==> config.mk <==
export PLATFORM = sky130hd
export DESIGN_NAME = convolution_addr_seq
export DESIGN_NICKNAME = d
export VERILOG_FILES = /design/src/rtl/convolution_addr_seq.sv
export SDC_FILE = /design/constraint.sdc
export NUM_CORES = 1
export LEC_CHECK = 0
export CORE_UTILIZATION = 52
export CTS_CLUSTER_DIAMETER = 50
export DETAILED_ROUTE_END_ITERATION = 7
export PLACE_DENSITY = 0.86
export REMOVE_ABC_BUFFERS = 1
export SKIP_LAST_GASP = 1
export SYNTH_ARGS = -nofsm -noshare
export SYNTH_HDL_FRONTEND = slang
export SYNTH_SLANG_ARGS = --single-unit
==> constraint.sdc <==
create_clock -name clk -period 3.6 [get_ports clk]
set_input_delay 0.54 -clock clk [delete_from_list [all_inputs] [get_ports clk]]
set_output_delay 0.54 -clock clk [all_outputs]
set_load 0.01 [all_outputs]
==> src/rtl/convolution_addr_seq.sv <==
// Address sequencer for full linear convolution Z[k] = sum_j X[j]*Y[k-j].
// Emits one (j, k-j, k) beat per term with first/last markers and a valid/ready handshake.
module convolution_addr_seq #(
  parameter int DATA_WIDTH_ADDR = 5,
  parameter int DATA_WIDTH_LEN  = DATA_WIDTH_ADDR + 1
) (
  input  logic                       clk,
  input  logic                       rst,
  input  logic                       start_i,
  input  logic [DATA_WIDTH_LEN-1:0]  lenX_i,
  input  logic [DATA_WIDTH_LEN-1:0]  lenY_i,
  input  logic                       ready_i,
  output logic [DATA_WIDTH_ADDR-1:0] addrX_o,
  output logic [DATA_WIDTH_ADDR-1:0] addrY_o,
  output logic [DATA_WIDTH_ADDR:0]   addrZ_o,
  output logic                       valid_o,
  output logic                       first_o,
  output logic                       last_o,
  output logic                       busy_o,
  output logic                       done_o
);

  localparam int KW  = DATA_WIDTH_ADDR + 1;
  localparam int KW1 = KW + 1;

  typedef enum logic [1:0] {IDLE = 2'd0, RUN = 2'd1, DONE = 2'd2} state_t;

  state_t        state, state_nx;
  logic [KW-1:0] len_n, len_m;
  logic [KW-1:0] n_nx, m_nx, j_nx, k_nx, y_nx;
  logic          first_nx, last_nx;
  logic          start_ok, len_zero, accept, pass_end;
  logic [KW-1:0] j_cur;

  // Lowest j contributing to output k: max(0, k-M+1); k+1 always fits in KW bits.
  function automatic logic [KW-1:0] j_low(input logic [KW-1:0] k, input logic [KW-1:0] m);
    logic [KW-1:0] kp1;
    kp1 = k + KW'(1);
    return (kp1 > m) ? (kp1 - m) : '0;
  endfunction

  function automatic logic [KW-1:0] j_high(input logic [KW-1:0] k, input logic [KW-1:0] n);
    return (k < (n - KW'(1))) ? k : (n - KW'(1));
  endfunction

  assign start_ok = (state == IDLE) && start_i;
  assign len_zero = (lenX_i == '0) || (lenY_i == '0);
  assign accept   = (state == RUN) && ready_i;
  assign j_cur    = KW'(addrX_o);
  // Compared one bit wider so N+M = 2^KW does not wrap.
  assign pass_end = ({1'b0, addrZ_o} + KW1'(2)) == ({1'b0, len_n} + {1'b0, len_m});

  always_ff @(posedge clk or posedge rst) begin
    if (rst) state <= IDLE;
    else     state <= state_nx;
  end

  always_comb begin
    state_nx = state;
    case (state)
      IDLE:    if (start_i) state_nx = len_zero ? DONE : RUN;
      RUN:     if (ready_i && last_o && pass_end) state_nx = DONE;
      DONE:    state_nx = IDLE;
      default: state_nx = IDLE;
    endcase
  end

  always_comb begin
    n_nx     = len_n;
    m_nx     = len_m;
    j_nx     = j_cur;
    k_nx     = addrZ_o;
    first_nx = first_o;
    last_nx  = last_o;
    if (start_ok) begin
      n_nx     = KW'(lenX_i);
      m_nx     = KW'(lenY_i);
      j_nx     = '0;
      k_nx     = '0;
      first_nx = !len_zero;
      last_nx  = !len_zero;
    end else if (accept) begin
      if (last_o) begin
        if (pass_end) begin
          first_nx = 1'b0;
          last_nx  = 1'b0;
        end else begin
          k_nx     = addrZ_o + KW'(1);
          j_nx     = j_low(k_nx, len_m);
          first_nx = 1'b1;
          last_nx  = (j_nx == j_high(k_nx, len_n));
        end
      end else begin
        j_nx     = j_cur + KW'(1);
        first_nx = 1'b0;
        last_nx  = (j_nx == j_high(addrZ_o, len_n));
      end
    end
    y_nx = k_nx - j_nx;
  end

  always_ff @(posedge clk or posedge rst) begin
    if (rst) begin
      len_n   <= '0;
      len_m   <= '0;
      addrX_o <= '0;
      addrY_o <= '0;
      addrZ_o <= '0;
      first_o <= 1'b0;
      last_o  <= 1'b0;
      valid_o <= 1'b0;
      busy_o  <= 1'b0;
      done_o  <= 1'b0;
    end else begin
      len_n   <= n_nx;
      len_m   <= m_nx;
      addrX_o <= DATA_WIDTH_ADDR'(j_nx);
      addrY_o <= DATA_WIDTH_ADDR'(y_nx);
      addrZ_o <= k_nx;
      first_o <= first_nx;
      last_o  <= last_nx;
      valid_o <= (state_nx == RUN);
      busy_o  <= (state_nx != IDLE);
      done_o  <= (state_nx == DONE);
    end
  end

endmodule

### After elaboration in Yosys (flattened, before gate mapping)

Cells that the tools add are included.

* mux-type cells: 23
* $add $sub $neg: 8
* equal/unequal tests: 6
* reductions and logical operators: 11
* $lt $le $gt $ge: 3

Operators with widths (number)
* $mux W6: 7
* $mux W5: 4
* $add A6 B1 Y6 const B: 2
* $eq A6 B6 Y1: 2
* $logic_not A6 Y1: 2
* $lt A6 B6 Y1: 2
* $mux W1: 8
* $add A6 B2 Y7 const B: 1
* $add A6 B6 Y7: 1
* $eq A7 B7 Y1: 1
* $add A5 B1 Y6 const B: 1
* $gt A6 B6 Y1: 1
* $mux W2: 3
* $sub A6 B1 Y6 const B: 1
* $sub A6 B6 Y6: 1
* $sub A5 B5 Y5: 1
* $eq A2 B1 Y1 const B: 2
* $logic_and A1 B1 Y1: 4
* $pmux W2 S2: 1
* $reduce_bool A2 Y1: 2
* $eq A2 B2 Y1 const B: 1
* $logic_not A2 Y1: 1
* $logic_not A1 Y1: 1
* $logic_or A1 B1 Y1: 1

* input bits: 16
* output and inout port bits: 21
* bits in registers: 35

### Depth between registers and ports, before layout

Gate-level depths: netlist of the first run.

* depth in word-level cells: 9
* gate-level depth with buffers: 21
* depth with buffers taken out: 21

### Worst setup path after synthesis of the first run

Ideal clock, no wire load.

* kind: reg2reg
* start: register addrZ_o[0]
* end: register addrY_o[4]
* path buffers: 1
* slack: -463 ps
* data required time: 3468 ps
* setup time: 132 ps
* data arrival time: 3930 ps
* cell stages (with the launch flop): 22
* period minus slack after synthesis: 4063 ps
* cell sequence: dfrtp_1 buf_2 inv_1 ha_1 nor3_1 and3_1 xnor2_1 ha_1 nand4_1 o22ai_1 o21bai_1 nor3_1 mux2_2 nand2_1 a21oi_1 ha_1 inv_1 fa_1 a21o_1 a21oi_1 xnor2_1 xnor2_1

* cells in the longest elaborated chain, start to end: 9
* elaborated cells between the ends (all ways): 16

RTL lines
* start, declared: line 15 `output logic [DATA_WIDTH_ADDR:0] addrZ_o,`
* start signal, assigned: line 119 `addrZ_o <= k_nx;`
* $add A6 B1 Y6: line 88 `k_nx = addrZ_o + KW'(1);`
* $add A6 B1 Y6: line 38 `kp1 = k + KW'(1);`
* $sub A6 B6 Y6 / $gt A6 B6 Y1 (equally long branches): line 39 `return (kp1 > m) ? (kp1 - m) : '0;`
* $mux W6: line 39
* $mux W5 *: line 84 `if (pass_end) begin`
* $mux W5 *: line 83 `if (last_o) begin`
* $mux W5 *: line 82 `end else if (accept) begin`
* $mux W5 *: line 75 `if (start_ok) begin`
* via j_nx[0]: line 30 `logic [KW-1:0] n_nx, m_nx, j_nx, k_nx, y_nx;`
* $sub A5 B5 Y5 *: line 99 `y_nx = k_nx - j_nx;`
* via y_nx[4]: line 30
* end signal, assigned: line 118 `addrY_o <= DATA_WIDTH_ADDR'(y_nx);`
* end, declared: line 14 `output logic [DATA_WIDTH_ADDR-1:0] addrY_o,`

The timed path passes the listed nets; every way through them passes the cells marked *.
A chain may end at the register's enable or synchronous reset.

### Worst setup path after layout of the first run

* start: register addrZ_o[1]
* end: register addrY_o[4]

* cells in the longest elaborated chain, start to end: 9
* elaborated cells between the ends (all ways): 16

RTL lines (line)
* $add A6 B1 Y6: 88
* $add A6 B1 Y6: 38
* $gt A6 B6 Y1: 39
* $mux W6: 39
* $mux W5 *: 84
* $mux W5 *: 83
* $mux W5 *: 82
* $mux W5 *: 75
* via j_nx[0]: 30
* $sub A5 B5 Y5 *: 99
* via y_nx[4]: 30

Marked as above.

==> results.ini, run 1 <==
[critical_path]
ff2ff_setup_slack_ns=-0.66
crit_slowest_cell=dfrtp_2
crit_family=adder cells
cp.required_ns=3.78
cp_slowest_stage_delay_ns=0.45
cp.arrival_ns=4.44
cp_num_buf_inv=4
cp-end-kind=flip-flop
crit_path_cell_trace=buf_4 > ha_4 > buf_4 > xor2_2 > inv_1 > fa_2 > nor2b_1 > o31a_1 > o21bai_4 > nor3_2 > mux2_2 > nand2_1 > a21oi_2 > ha_2 > inv_2 > fa_2 > a21o_1 > a21oi_2 > xnor2_1 > xnor2_1
criticalPathCategory=reg2reg
path_max_fanout=5
cp-start-kind=flip-flop

[sta]
hold_viol=0
min_period_over_period_pct=118
tightestPinTransition_ns=0.725
setup_violations=5
fin_ws_ns=-0.657
fin_skew_ns=0.0126
fin_crit_ns=4.26
rsz0062_at_grt=yes
drv_slew=0
slew_headroom_pct=51.6
holdWs_ns=0.589
fmax_mhz=235

[outcome]
status=finished with violations
failed_checks=DRC, setup timing

[global_route]
grt_max_degree=36
overflow=0
grt_pass1_vias=3820
grt_pass1_wl_um=19300
antenna_found_initial=0
grt_usage_pct=40.7

[layout]
nets=548
diodes=0
final_common_cell=buf_4
layout_common_cells=98 x buf_4, 37 x nand2_1, 36 x clkdlybuf4s50_1
drive_gt1_share_pct=32.3
stdcell_count=574
area_growth_syn_to_layout_pct=47.4
filler_cell_count=318

[clock_network]
hold_buffers=0
cts_buffers=5
clockRootBuffer=clkbuf_8
clk_path_buf_depth=2
cts.sinks=35
cts_max_level=2
clk_pin_slew_worst_paths_ns=0.08
clk_latency_ns=0.30
tritoncts=yes

[synth]
avgSynthCellArea_um2=8.61
synth_cell_types=57
synth_top_area_share_pct=27.6
ys_seq_area_share_pct=27.6
synth_top_area_cell=dfrtp_1
yosysWarningCount=0
synth_edf_count=0
synth_ff_type=dfrtp_1
ys_ff_latch=35
synth.top_cells.by_area=dfrtp_1 28%, ha_1 12%, xnor2_1 7.7%, nand2_1 4.5%, mux2i_1 3.8%
synthesis.area_um2=3170
async_reset_ff_share_pct=100
syn_inst=368

[routing]
route.detailed.drc=1
drtIter0Drc=632
routed_wl_um=13700
viasPerCell=6.88
num_vias=3947
wl_per_cell_um=23.9
ant_nets=0
dr.pass1.iters=8

[floorplan]
dieArea_um2=6410
num_rows=28
fp.dieW_um=80.1
start_util_pct=53.8
coreArea_um2=5890
io_pins=37
dieHeight_um=80.1

[placed_design]
dp_slack_ns=-0.538
io_buffer_count=36
dp_hpwl_um=7330
post-place-cells=548
place_congestion=0.990

[power]
ir_worst_vdd_mv=0.870
p_leak_nw=2.22
powerDensity_nw_per_um2=1200

[job]
maxCapViolations=0

[min_path]
hold_class=reg2reg

[registers in the layout (all words and copies together) (netlist names)]
signal,count
busy_o,1
addrX_o,5
addrY_o,5
last_o,1
done_o,1
state,2
len_m,6
valid_o,1
len_n,6
first_o,1
addrZ_o,6
[routing by layer]
metal | track usage [%] | up-vias | share of wire (%)
met4 | 30.4 | 0 | 9.4
met5 | 0 | - | 0
met2 | 65.9 | 413 | 43
li1 | - | 1560 | -
met3 | 10.8 | 151 | 12
met1 | 45.7 | 1823 | 35
[tightest hold or removal path, delay by kind of cell, from the launching register on]
family	cells	cell delay [ns]
flops	1	0.38
simple gates	2	0.17
[path summary, 6_finish.rpt]
kind / startpoint / cells after the start / end
worst max register to register: addrZ_o[1]$_DFF_PP0_ / 20 / addrY_o[4]$_DFF_PP0_
max in group asynchronous: rst / 3 / addrZ_o[1]$_DFF_PP0_
worst min register to register: first_o$_DFFE_PP0P_ / 2 / first_o$_DFFE_PP0P_
worst max-delay path: addrZ_o[1]$_DFF_PP0_ / 20 / addrY_o[4]$_DFF_PP0_
worst min-delay path: first_o$_DFFE_PP0P_ / 2 / first_o$_DFFE_PP0P_
min in group asynchronous: rst / 3 / len_m[1]$_DFFE_PP0P_
[cell type report]
| type | count | area (um^2) | area share [%] |
|---|---|---|---|
| clock buffers | 6 | 72.6 | 1.55 |
| clock inverters | 2 | 12.5 | 0.268 |
| inverters | 29 | 109 | 2.33 |
| multi-input cells | 291 | 2380 | 51.1 |
| flip-flops and latches | 35 | 880 | 18.8 |
| well taps | 75 | 93.8 | 2.01 |
| repair buffers | 136 | 1120 | 23.9 |
[per-stage QoR]
stage	area, um^2	total power, mW	util (%)	TNS, ns
final	4670	5.60	79.4	-2.25
after global routing	4670	5.82	79.4	-2.69
after CTS	4540	4.90	77.1	-0.282
after detailed placement	4170	4.24	70.9	-1.38
after global placement	4170	4.07	70.9	-0.650
after floorplan	3100	2.79	-	-0.890
[synth_stat cells (2+ instances only)]
library cell and count:
a2111o_1 2, a2111oi_0 3, a211o_1 2, a211oi_1 4, a211oi_2 2, a21o_1 6, a21oi_1 18, a22oi_1 2
and3_1 2, buf_2 4, clkbuf_1 7, dfrtp_1 35, fa_1 3, ha_1 31, inv_1 29, mux2_2 2
mux2i_1 12, nand2_1 38, nand2b_1 5, nand3_1 13, nand3_2 2, nand3b_1 3, nand4_1 4, nor2_1 24
nor2b_1 3, nor3_1 12, nor3b_1 3, o211ai_1 3, o21a_1 3, o21ai_0 21, o21bai_1 3, o22ai_1 3
o311ai_0 2, o31ai_1 2, or2_2 2, xnor2_1 28, xor2_1 10
[cell families (layout without fill, tap and decap cells)]
| family | Yosys count | count (layout) | share of synthesized area (%) |
|---|---|---|---|
| buffers and inverters | 42 | 173 | 5.49 |
| DFF | 35 | 35 | 27.6 |
| muxes | 14 | 14 | 4.50 |
| AOI/OAI and AO/OA | 83 | 83 | 17.5 |
| and+or+nand+nor | 120 | 120 | 18.7 |
| xor gates and xnor gates | 40 | 40 | 12.0 |
| adders and majority gates | 34 | 34 | 14.1 |
[where the power goes]
group	internal, mW	switching [mW]
combinational	2.20	2.33
clock	0.136	0.162
sequential	0.555	0.220
[what timing repair did]
action	4_1_cts	5_1_grt
resized for setup	40	17
pin swaps	20	13
setup buffers	12	7
endpoints found under the setup margin	5	5
No activity file was read; power rests on OpenSTA's default activity.
==> run 2, diff against run 1 <==
Settings changed: ABC_AREA set to 1, PLACE_DENSITY 0.86 to 0.85.
==> run 2 against run 1 <==
Compared with the run above: the flow still finishes with violations (DRC, setup timing); register-to-register slack improved by 0.03 ns; highest routed layer unchanged; sequential share of layout area fell by 0.14 points; synthesized area increased by 6.9%; global-route usage decreased by 4.7 points; critical path depth up 9; routed wire length down 2.5%; die area is 6.7% higher; synthesized cell count grew 36%; hold slack worse by 0.074 ns; fmax increased by 0.82%; flip-flop and latch count did not move; via count is 8.6% higher.
==> results.ini, run 2 <==
[clock_network]
clk_latency_ns=0.30
clockRootBuffer=clkbuf_8
clk_pin_slew_worst_paths_ns=0.08
clk_path_buf_depth=2
cts.sinks=35
tritoncts=yes
cts_buffers=5
hold_buffers=0
cts_max_level=2

[critical_path]
path_max_fanout=5
criticalPathCategory=reg2reg
cp-start-kind=flip-flop
cp_slowest_stage_delay_ns=0.44
cp.required_ns=3.80
cp-end-kind=flip-flop
crit_slowest_cell=dfrtp_1
cp.arrival_ns=4.42

[global_route]
grt_usage_pct=36.0
overflow=0
antenna_found_initial=0
grt_pass1_wl_um=18300
grt_max_degree=36
grt_pass1_vias=3883

[sta]
rsz0062_at_grt=yes
min_period_over_period_pct=117
fmax_mhz=237
fin_crit_ns=4.22
fin_ws_ns=-0.623
holdWs_ns=0.516
tightestPinTransition_ns=0.534
slew_headroom_pct=64.4
hold_viol=0
drv_slew=0
fin_skew_ns=0.0128
setup_violations=4

[floorplan]
dieArea_um2=6840
dieHeight_um=82.7
num_rows=29
fp.dieW_um=82.7
coreArea_um2=6310
io_pins=37
start_util_pct=53.6

[min_path]
hold_class=reg2reg

[routing]
drtIter0Drc=778
routed_wl_um=13400
viasPerCell=6.22
ant_nets=0
num_vias=4288
dr.pass1.iters=8
wl_per_cell_um=19.4
route.detailed.drc=56

[synth]
yosysMostFrequentCell=nand2_1
synth_cell_types=39
synth_top_area_cell=dfrtp_1
async_reset_ff_share_pct=100
ys_ff_latch=35
synthesis.area_um2=3390
synth_ff_type=dfrtp_1
synth_edf_count=0
synth_commonest_cells=142 x nand2_1, 78 x inv_1, 42 x nand3_1, 35 x dfrtp_1, 31 x ha_1
avgSynthCellArea_um2=6.77
yosysWarningCount=0
syn_inst=500
synth_top_area_share_pct=25.9
ys_seq_area_share_pct=25.9
synth.top_cells.by_area=dfrtp_1 26%, nand2_1 16%, ha_1 11%, inv_1 8.6%, nand3_1 6.2%

[outcome]
failed_checks=DRC, setup timing
status=finished with violations

[layout]
nets=661
area_growth_syn_to_layout_pct=38.8
filler_cell_count=423
diodes=0
reg.largest.list=addrZ_o: 6 flops, len_m: 6 flops, len_n: 6 flops
final_common_cell=nand2_1
drive_gt1_share_pct=25.2
layout_common_cells=134 x nand2_1, 73 x inv_1, 67 x buf_4
final_core_util_pct=74.4

[placed_design]
dp_hpwl_um=7860
io_buffer_count=36
place_congestion=0.961

[job]
maxCapViolations=0

## run 2: cell count changes after synthesis, moves of 5 or more
cell,change
inv_2,+8
mux2i_1,-12
o21ai_1,+6
nand2_1,+104
o21ai_0,+5
xnor2_1,-26
a21o_1,-6
nor3_1,-10
nand2b_1,-5
nand2_2,+5
inv_1,+49
nor2_1,+5
xor2_1,+5
nand3_1,+29
## run 2: logic make-up (layout without fill, tap and decap cells)
kind of cell / count (synthesis) / in the layout / synth area share (%)
XOR/XNOR: 17 / 17 / 4.40
adder cells (fa/ha/maj): 34 / 34 / 13.2
flip-flops: 35 / 35 / 25.9
AO/OA/AOI/OAI: 73 / 73 / 12.5
AND/OR/NAND/NOR: 246 / 246 / 32.6
buffers and inverters: 95 / 207 / 11.4
## run 2: final timing paths
kind                                           start                   end  slack (ns)  depth (start not counted)
worst max-delay path            addrZ_o[2]$_DFF_PP0_  addrY_o[4]$_DFF_PP0_       -0.62                         29
worst min-delay path             first_o$_DFFE_PP0P_   first_o$_DFFE_PP0P_        0.52                          2
worst max register to register  addrZ_o[2]$_DFF_PP0_  addrY_o[4]$_DFF_PP0_       -0.62                         29
worst min register to register   first_o$_DFFE_PP0P_   first_o$_DFFE_PP0P_        0.52                          2
max in group asynchronous                        rst  addrZ_o[1]$_DFF_PP0_        2.55                          3
min in group asynchronous                        rst  addrX_o[3]$_DFF_PP0_        0.69                          3
## run 2: routing by layer
layer,vias up,share of wire [%],track usage (%)
li1,1816,-,-
met1,1928,35,43.8
met2,409,45,61.2
met3,135,13,8.35
met4,0,7.2,14.0
met5,-,0,0
## run 2: final cells by class
type | instances | area, um^2 | area share, %
Multi-Input combinational cell | 370 | 2340 | 49.9
Timing Repair Buffer | 111 | 962 | 20.5
Tap cell | 77 | 96.3 | 2.05
Clock inverter | 1 | 5.00 | 0.107
Inverter | 88 | 338 | 7.19
Clock buffer | 7 | 76.3 | 1.62
Sequential cell | 35 | 878 | 18.7
## run 2: through the flow
stage,instance area (um^2),instances,setup TNS [ns],setup slack (ns)
2_1_floorplan,3340,493,-0.483,-0.429
5_1_grt,4700,689,-2.15,-0.721
4_1_cts,4540,683,-0.587,-0.311
6_report,4700,689,-1.51,-0.623
3_5_place_dp,4230,663,-1.41,-0.642
3_3_place_gp,4230,663,-0.529,-0.344
## run 2: timing repair
| item | CTS | global route |
|---|---|---|
| pin swaps | 25 | 20 |
| endpoints found under the setup margin | 4 | 5 |
| resized for setup | 38 | 26 |
| setup buffers | 12 | 7 |
## run 2: worst max-delay path, delay by kind of cell, from the launching register on
family | cells | cell delay (ns)
simple gates | 13 | 1.27
compound gates | 4 | 0.58
fa+ha+maj | 2 | 0.63
xor+xnor | 2 | 0.37
buf+inv | 8 | 0.85
flops | 1 | 0.44
Power of run 2 is not shown: default switching activity piles up to over one toggle a cycle in this logic, so the estimate is an artifact.
==> run 3, diff against run 2 <==
Settings changed: ABC_AREA 1 to not set, PLACE_DENSITY 0.85 to 0.86.
==> results of run 3 <==
Final layout, timing and power as in run 1 (identical DEF).
